--- src/rtl/quick_cpu_pkg.sv ---
// Shared encodings for the quick CPU core: opcodes, microcode steps and ALU ops.
package quick_cpu_pkg;

  localparam logic [3:0] OP_NOP = 4'h0;
  localparam logic [3:0] OP_LDI = 4'h1;
  localparam logic [3:0] OP_LD  = 4'h2;
  localparam logic [3:0] OP_ST  = 4'h3;
  localparam logic [3:0] OP_ADD = 4'h4;
  localparam logic [3:0] OP_SUB = 4'h5;
  localparam logic [3:0] OP_JMP = 4'h6;
  localparam logic [3:0] OP_JZ  = 4'h7;
  localparam logic [3:0] OP_OUT = 4'h8;
  localparam logic [3:0] OP_JC  = 4'h9;
  localparam logic [3:0] OP_CLC = 4'hA;
  localparam logic [3:0] OP_HLT = 4'hF;

  localparam logic [1:0] MC_FETCH_OP  = 2'd0;
  localparam logic [1:0] MC_FETCH_ARG = 2'd1;
  localparam logic [1:0] MC_MEM       = 2'd2;

  typedef enum logic [1:0] {
    AluPassA,
    AluAdd,
    AluSub
  } alu_op_e;

endpackage

--- src/rtl/quick_cpu_alu.sv ---
// Combinational accumulator ALU; carry is carry-out for add and borrow for sub.
module quick_cpu_alu
  import quick_cpu_pkg::*;
#(
  parameter int unsigned DATA_W = 8
) (
  input  logic [DATA_W-1:0] a,
  input  logic [DATA_W-1:0] b,
  input  alu_op_e           op,
  output logic [DATA_W-1:0] result,
  output logic              zero,
  output logic              carry
);

  logic [DATA_W:0] ext;

  always_comb begin
    ext = {1'b0, a};
    case (op)
      AluAdd:  ext = {1'b0, a} + {1'b0, b};
      AluSub:  ext = {1'b0, a} - {1'b0, b};
      default: ext = {1'b0, a};
    endcase
  end

  assign result = ext[DATA_W-1:0];
  assign carry  = ext[DATA_W];
  assign zero   = (result == '0);

endmodule

--- src/rtl/quick_cpu_core_p.sv ---
// Multi-cycle accumulator CPU with a req/ack memory port.
// Build option QUICK_CPU_CARRY_EN adds a carry flag plus JC/CLC opcodes.
module quick_cpu_core_p
  import quick_cpu_pkg::*;
#(
  parameter int unsigned DATA_W   = 8,
  parameter int unsigned ADDR_W   = 8,
  parameter int unsigned RESET_PC = 0
) (
  input  logic              clk,
  input  logic              rst_n,
  input  logic              ena,
  output logic              mem_req,
  output logic              mem_we,
  output logic [ADDR_W-1:0] mem_addr,
  output logic [DATA_W-1:0] mem_wdata,
  input  logic [DATA_W-1:0] mem_rdata,
  input  logic              mem_ack,
  output logic [DATA_W-1:0] out_data,
  output logic              out_valid,
  output logic              halted,
  output logic [ADDR_W-1:0] pc,
  output logic [1:0]        mc
);

`ifdef QUICK_CPU_CARRY_EN
  localparam bit CarryEn = 1'b1;
`else
  localparam bit CarryEn = 1'b0;
`endif

  localparam logic [ADDR_W-1:0] PcReset = ADDR_W'(RESET_PC);

  logic [ADDR_W-1:0] pc_q, pc_d, addr_q, addr_d;
  logic [1:0]        mc_q, mc_d;
  logic [3:0]        op_q, op_d;
  logic [DATA_W-1:0] acc_q, acc_d, out_q, out_d;
  logic              halted_q, halted_d, out_valid_q, out_valid_d, carry_q, carry_d;

  logic              step;
  logic [ADDR_W-1:0] arg_addr;
  alu_op_e           alu_op;
  logic [DATA_W-1:0] alu_result;
  logic              alu_zero, alu_carry;

  quick_cpu_alu #(
    .DATA_W(DATA_W)
  ) u_alu (
    .a     (acc_q),
    .b     (mem_rdata),
    .op    (alu_op),
    .result(alu_result),
    .zero  (alu_zero),
    .carry (alu_carry)
  );

  assign arg_addr = mem_rdata[ADDR_W-1:0];
  assign step     = mem_req & mem_ack & ena;

  always_ff @(posedge clk or negedge rst_n) begin
    if (!rst_n) begin
      pc_q        <= PcReset;
      addr_q      <= PcReset;
      mc_q        <= MC_FETCH_OP;
      op_q        <= OP_NOP;
      acc_q       <= '0;
      out_q       <= '0;
      halted_q    <= 1'b0;
      out_valid_q <= 1'b0;
      carry_q     <= 1'b0;
    end else begin
      pc_q        <= pc_d;
      addr_q      <= addr_d;
      mc_q        <= mc_d;
      op_q        <= op_d;
      acc_q       <= acc_d;
      out_q       <= out_d;
      halted_q    <= halted_d;
      out_valid_q <= out_valid_d;
      carry_q     <= carry_d;
    end
  end

  always_comb begin
    pc_d        = pc_q;
    addr_d      = addr_q;
    mc_d        = mc_q;
    op_d        = op_q;
    acc_d       = acc_q;
    out_d       = out_q;
    halted_d    = halted_q;
    out_valid_d = 1'b0;  // pulse: clears even while ena is low
    carry_d     = carry_q;
    if (step) begin
      unique case (mc_q)
        MC_FETCH_OP: begin
          pc_d = pc_q + ADDR_W'(1);
          op_d = mem_rdata[3:0];
          case (mem_rdata[3:0])
            OP_LDI, OP_LD, OP_ST, OP_ADD, OP_SUB, OP_JMP, OP_JZ: mc_d = MC_FETCH_ARG;
            OP_JC:  if (CarryEn) mc_d = MC_FETCH_ARG;
            OP_CLC: if (CarryEn) carry_d = 1'b0;
            OP_OUT: begin
              out_d       = acc_q;
              out_valid_d = 1'b1;
            end
            OP_HLT:  halted_d = 1'b1;
            default: ;
          endcase
        end
        MC_FETCH_ARG: begin
          pc_d = pc_q + ADDR_W'(1);
          mc_d = MC_FETCH_OP;
          case (op_q)
            OP_LDI: acc_d = mem_rdata;
            OP_JMP: pc_d = arg_addr;
            OP_JZ:  if (alu_zero) pc_d = arg_addr;
            OP_JC:  if (carry_q) pc_d = arg_addr;
            default: begin
              addr_d = arg_addr;
              mc_d   = MC_MEM;
            end
          endcase
        end
        MC_MEM: begin
          mc_d = MC_FETCH_OP;
          case (op_q)
            OP_LD: acc_d = mem_rdata;
            OP_ADD, OP_SUB: begin
              acc_d = alu_result;
              if (CarryEn) carry_d = alu_carry;
            end
            default: ;
          endcase
        end
        default: mc_d = MC_FETCH_OP;
      endcase
    end
  end

  always_comb begin
    // Gating with rst_n drops the request the instant reset asserts.
    mem_req   = rst_n & ~halted_q;
    mem_we    = (mc_q == MC_MEM) && (op_q == OP_ST);
    mem_addr  = (mc_q == MC_MEM) ? addr_q : pc_q;
    mem_wdata = acc_q;
    alu_op    = AluPassA;
    if (mc_q == MC_MEM && op_q == OP_ADD) alu_op = AluAdd;
    if (mc_q == MC_MEM && op_q == OP_SUB) alu_op = AluSub;
  end

  assign out_data  = out_q;
  assign out_valid = out_valid_q;
  assign halted    = halted_q;
  assign pc        = pc_q;
  assign mc        = mc_q;

endmodule

--- config.mk ---
export PLATFORM = sky130hd
export DESIGN_NAME = quick_cpu_core_p
export DESIGN_NICKNAME = d
export VERILOG_FILES = /design/src/rtl/quick_cpu_pkg.sv /design/src/rtl/quick_cpu_alu.sv /design/src/rtl/quick_cpu_core_p.sv
export SDC_FILE = /design/constraint.sdc
export NUM_CORES = 1
export LEC_CHECK = 0
export BUFFER_PORTS_ARGS = -buffer_cell sky130_fd_sc_hd__buf_2
export CAP_MARGIN = 40
export CELL_PAD_IN_SITES_DETAIL_PLACEMENT = 1
export CELL_PAD_IN_SITES_GLOBAL_PLACEMENT = 1
export CORE_MARGIN = 2
export CORE_UTILIZATION = 25
export CTS_CLUSTER_SIZE = 20
export DETAILED_ROUTE_END_ITERATION = 10
export PLACE_DENSITY_LB_ADDON = 0.1
export SLEW_MARGIN = 20
export SYNTH_ARGS = -nofsm -noshare
export SYNTH_HDL_FRONTEND = slang
export SYNTH_HIERARCHICAL = 1
export SYNTH_SLANG_ARGS = --single-unit
--- constraint.sdc ---
create_clock -name clk -period 5.3 [get_ports clk]
set_input_delay 1.06 -clock clk [delete_from_list [all_inputs] [get_ports clk]]
set_output_delay 1.06 -clock clk [all_outputs]
set_load 0.01 [all_outputs]
==> reports/results.txt, run 1 <==
Inserted Clock Buffers = 5
1st-pass router iterations = 4
FF-to-FF setup slack = 470 ps
Die width = 109.4 µm
Status = completed
GPL Wtd Cong = 0.7056
Synth Warn # = 6
Fin crit share = 91.17%
Post-Synthesis Cell Area = 0.002779 mm²
Largest net degree at the start of global routing = 42
Min-delay src = out_data[4]
Crit. End Element = flop
Drt wl/cell = 17.51 µm
Post-Syn Nets = 289
Slew Limit Fails = 0
Die height = 109.4 µm
Avg Cell Area, Syn = 10.61 µm²
Buffers added on ports = 49
Post-layout minimum cycle time = 4832 ps
Worst reg2reg endpoint = pc[2]
Final TNS setup = 0 ps
Reg2reg start = mc[0]
CTS tree = done
Row cnt = 38
Worst-skew pair later-pin latency = 300 ps
Clock transition at path regs = 90 ps
Worst Max-Slew Pin Slew = 679.3 ps
Power per Cell Area = 458.9 mW/mm²
Root Buffer = clkbuf_8
N_diodes = 0
Vias in the first global route = 2374
DRT iter0 DRCs = 75
Setup Fix Bufs, Post-CTS = 0
CP Launch Type = flop
CP Data Required Time = 5490 ps
Leakage = 1.517 nW
Crit path cell chain = inv_1, ha_1, nor4b_4, and2_1, ha_1, mux2_2, fa_1, nor2b_1, or4_1, nand3_1, or4b_1, nor4_2, inv_1, a2111oi_4, buf_4, mux2i_1, o2bb2ai_1
Final core utilization = 30.14%
Worst Setup SP = mc[0]
# clock sinks = 40
Initial Util = 25.63%
Place WS = 382.3 ps
Clock Skew = 15.92 ps
Most common cell after layout, fill and taps aside = buf_2
Crit-path max cell delay = 560 ps
Critical path class = flop to flop
Gate Count Post-Synth = 262
GRT Overall Usage = 14.40%
Detailed Place HPWL = 6.018 mm
Peak Freq = 206.9 MHz
Nets@finish = 343
GR Overflow Total = 0
H-tree Lvls = 2
Post-CTS Hold Fix Bufs = 0
Clock Path Buffers = 2
Routed WL = 7.985 mm
Area delta synth->final = 17.56%
First-pass GRT wire length = 13.05 mm
Crit-path slowest cell = or4b_1
Unrepaired setup endpoints after global routing = no
Slew headroom = 54.72%
Post-route setup slack = 467.9 ps
Vias per cell = 4.932
Placed cell area = 0.003189 mm²
Critical Path Sink = pc[2]
Core area = 0.01084 mm²
Routed via count = 2249
CP Data Arrival Time = 5020 ps
Hold crit path type = flop to flop
Routed Antenna Nets = 0
# resized after CTS = 0
Initial antenna violation count = 0
Worst IR Drop VDD = 158.1 µV
Layout cell share with drive strength beyond 1 = 30.70%
Worst-path fanout max = 12
Maxcap violations = 0
Final Hold Vio Count = 0
Drt drc = 0
Cell area after layout = 0.003267 mm²
Commonest cells after routing, fill and taps aside = 49 x buf_2, 40 x dfrtp_1, 28 x mux2_2
Reg2reg path depth = 17
# IOs = 50
DIE AREA = 0.01197 mm²
Final setup viols = 0
## layer usage
layer,wire length (µm),track usage (%),vias up
li1,-,-,1072
met3,175,1.838,7
met2,4041,24.87,32
met1,3686,19.01,1138
met5,0,0,-
met4,82,3.617,0
## through the flow
| step | power, mW | hold WS, ps | cells |
|---|---|---|---|
| after detailed placement | 1.314 | 473.8 | 449 |
| after floorplan | 1.056 | 473.7 | 262 |
| after global placement | 1.309 | 464.6 | 449 |
| after global routing | 1.634 | 519.6 | 456 |
| after CTS | 1.527 | 491.8 | 456 |
| final | 1.499 | 493.8 | 456 |
## power by group
part           leakage [nW]  internal, mW  total [mW]  switching [mW]
registers             0.516         0.415       0.562           0.147
clock network        0.0410        0.0899       0.206           0.116
logic                 0.959         0.347       0.731           0.384
## critical path, delay by kind of cell (launching register included)
kind / cells / cell delay (ps)
simple gates: 7 / 1740
flops: 1 / 430
buf+inv: 3 / 490
mux: 2 / 600
fa+ha+maj: 3 / 900
compound gates: 2 / 570
## sequential cells by signal (all words and copies together) (netlist names)
register / cells
op_q: 4
mem_wdata: 8
addr_q: 8
halted: 1
out_data: 8
pc: 8
mc: 2
out_valid: 1
## area by class of cell
cell class / count / area (µm²)
Fill cell: 1274 / 7574
Multi-Input combinational cell: 195 / 1648
Sequential cell: 40 / 1001
Timing Repair Buffer: 56 / 297.8
Tap cell: 140 / 175.2
Clock buffer: 6 / 72.57
Inverter: 18 / 67.56
Clock inverter: 1 / 5.005
## how the worst min path moves through the flow
| stage | endpoint | slack, ps | depth (start not counted) |
|---|---|---|---|
| 5_1_grt | addr_q[4] | 520 | 1 |
| 4_1_cts | out_data[1] | 490 | 1 |
| 6_report | out_data[4] | 490 | 1 |
| 2_1_floorplan | addr_q[0] | 470 | 1 |
| 3_5_place_dp | out_data[1] | 470 | 1 |
| 3_3_place_gp | out_data[6] | 460 | 1 |
(Power assumes the default switching activity.)
==> inputs of run 2 (changes only) <==
--- a/config.mk
+++ b/config.mk
@@ -11,6 +11,7 @@
 export CELL_PAD_IN_SITES_GLOBAL_PLACEMENT = 1
 export CORE_MARGIN = 2
 export CORE_UTILIZATION = 25
+export CTS_BUF_LIST = sky130_fd_sc_hd__clkbuf_4 sky130_fd_sc_hd__clkbuf_8
 export CTS_CLUSTER_SIZE = 20
 export DETAILED_ROUTE_END_ITERATION = 10
 export PLACE_DENSITY_LB_ADDON = 0.1
==> reports/results.txt, run 2 (synthesized netlist as in run 1, its figures left out) <==
CP bufs+invs = 3
Unrepaired setup endpoints after global routing = no
Crit. End Element = flop
Worst-skew pair later-pin latency = 300 ps
Drt wl/cell = 17.52 µm
GR Overflow Total = 0
Min-delay src = out_data[4]
N_diodes = 0
Crit-path max cell delay = 560 ps
Clock Skew = 15.35 ps
Crit path cell chain = inv_1, ha_1, nor4b_4, and2_1, ha_1, mux2_2, fa_1, nor2b_1, or4_1, nand3_1, or4b_1, nor4_2, inv_1, a2111oi_4, buf_4, mux2i_1, o2bb2ai_1
Leakage = 1.520 nW
CP Data Required Time = 5490 ps
DRT iter0 DRCs = 62
DIE AREA = 0.01197 mm²
Largest net degree at the start of global routing = 42
Die width = 109.4 µm
Met3 Usage GRT = 1.838%
# IOs = 50
Clock transition at path regs = 90 ps
GPL Wtd Cong = 0.7056
Detailed Place HPWL = 6.018 mm
Status = completed
Worst IR Drop VDD = 158.1 µV
Peak Freq = 207.1 MHz
Slew headroom = 54.85%
Final setup viols = 0
CTS tree = done
Slew Limit Fails = 0
Area delta synth->final = 17.69%
Post-CTS Hold Fix Bufs = 0
Routed via count = 2249
Buffers added on ports = 49
Crit-path slowest cell = or4b_1
Reg2reg start = mc[0]
Maxcap violations = 0
GRT Overall Usage = 14.41%
# resized after CTS = 0
Critical path class = flop to flop
First-pass GRT wire length = 13.06 mm
Final TNS setup = 0 ps
CP top delay family = simple AND/OR/NAND/NOR gates
Hold crit path type = flop to flop
Routed Antenna Nets = 0
# clock sinks = 40
Vias per cell = 4.932
Core area = 0.01084 mm²
Layout cell share with drive strength beyond 1 = 31.01%
Busiest grt layer = met2
Worst Setup SP = mc[0]
Initial Util = 25.63%
Row cnt = 38
CP Launch Type = flop
Initial antenna violation count = 0
Inserted Clock Buffers = 5
Setup Fix Bufs, Post-CTS = 0
Vias in the first global route = 2381
Final Hold Vio Count = 0
CP Data Arrival Time = 5010 ps
H-tree Lvls = 2
Most common cell after layout, fill and taps aside = buf_2
Clock Path Buffers = 2
Met2 Usage GRT = 24.91%
Root Buffer = clkbuf_8
Worst-path fanout max = 12
Die height = 109.4 µm
Worst Max-Slew Pin Slew = 677.2 ps
Post-layout minimum cycle time = 4829 ps
WHS = 493.6 ps
Routed WL = 7.989 mm
Fin crit share = 91.12%
Commonest cells after routing, fill and taps aside = 49 x buf_2, 40 x dfrtp_1, 28 x mux2_2
Nets@finish = 343
Tot Pwr = 1.504 mW
1st-pass router iterations = 4
Power per Cell Area = 459.8 mW/mm²
Drt drc = 0
Met1 global-route usage = 19.01%
run 2: cell count changes in the layout (fill, tap and decap cells not counted):
| cell | before | now |
|---|---|---|
| clkbuf_4 | 0 | 1 |
| clkbuf_1 | 1 | 0 |
run 2: final cells by class:
cell class	instances	area [µm²]
clock buffer	6	76.32
clock inverter	1	5.005
fill	1274	7570
inverter	18	67.56
multi-input combinational	195	1648
sequential	40	1001
tap	140	175.2
timing repair buffer	56	297.8
run 2: per-layer routing:
layer	up-vias	part of all wire (%)
met1	1138	46
met2	32	50
met4	0	1.0
li1	1072	-
met3	7	2.2
met5	-	0
run 2: final timing paths:
path | endpoint | slack (ps) | depth (start not counted)
min | out_data[4] | 490 | 1
max in group asynchronous | out_data[2] | 4020 | 2
max | pc[2] | 470 | 17
max reg2reg | pc[2] | 470 | 17
min reg2reg | out_data[4] | 490 | 1
min in group asynchronous | out_valid | 890 | 2
run 2: power by group:
| group | total [mW] | switching, mW | internal, mW |
|---|---|---|---|
| logic | 0.731 | 0.384 | 0.347 |
| registers | 0.562 | 0.147 | 0.415 |
| clock network | 0.211 | 0.116 | 0.0951 |
run 2: through the flow:
stage	cells	instance area, µm²	setup slack, ps	utilization (%)
finish	456	3271	470.6	30.17
global route	456	3271	35.50	30.17
CTS	456	3271	400.4	30.17
detailed placement	449	3189	382.3	29.42
global placement	449	3189	426.0	29.42
floorplan	262	2779	640.6	-
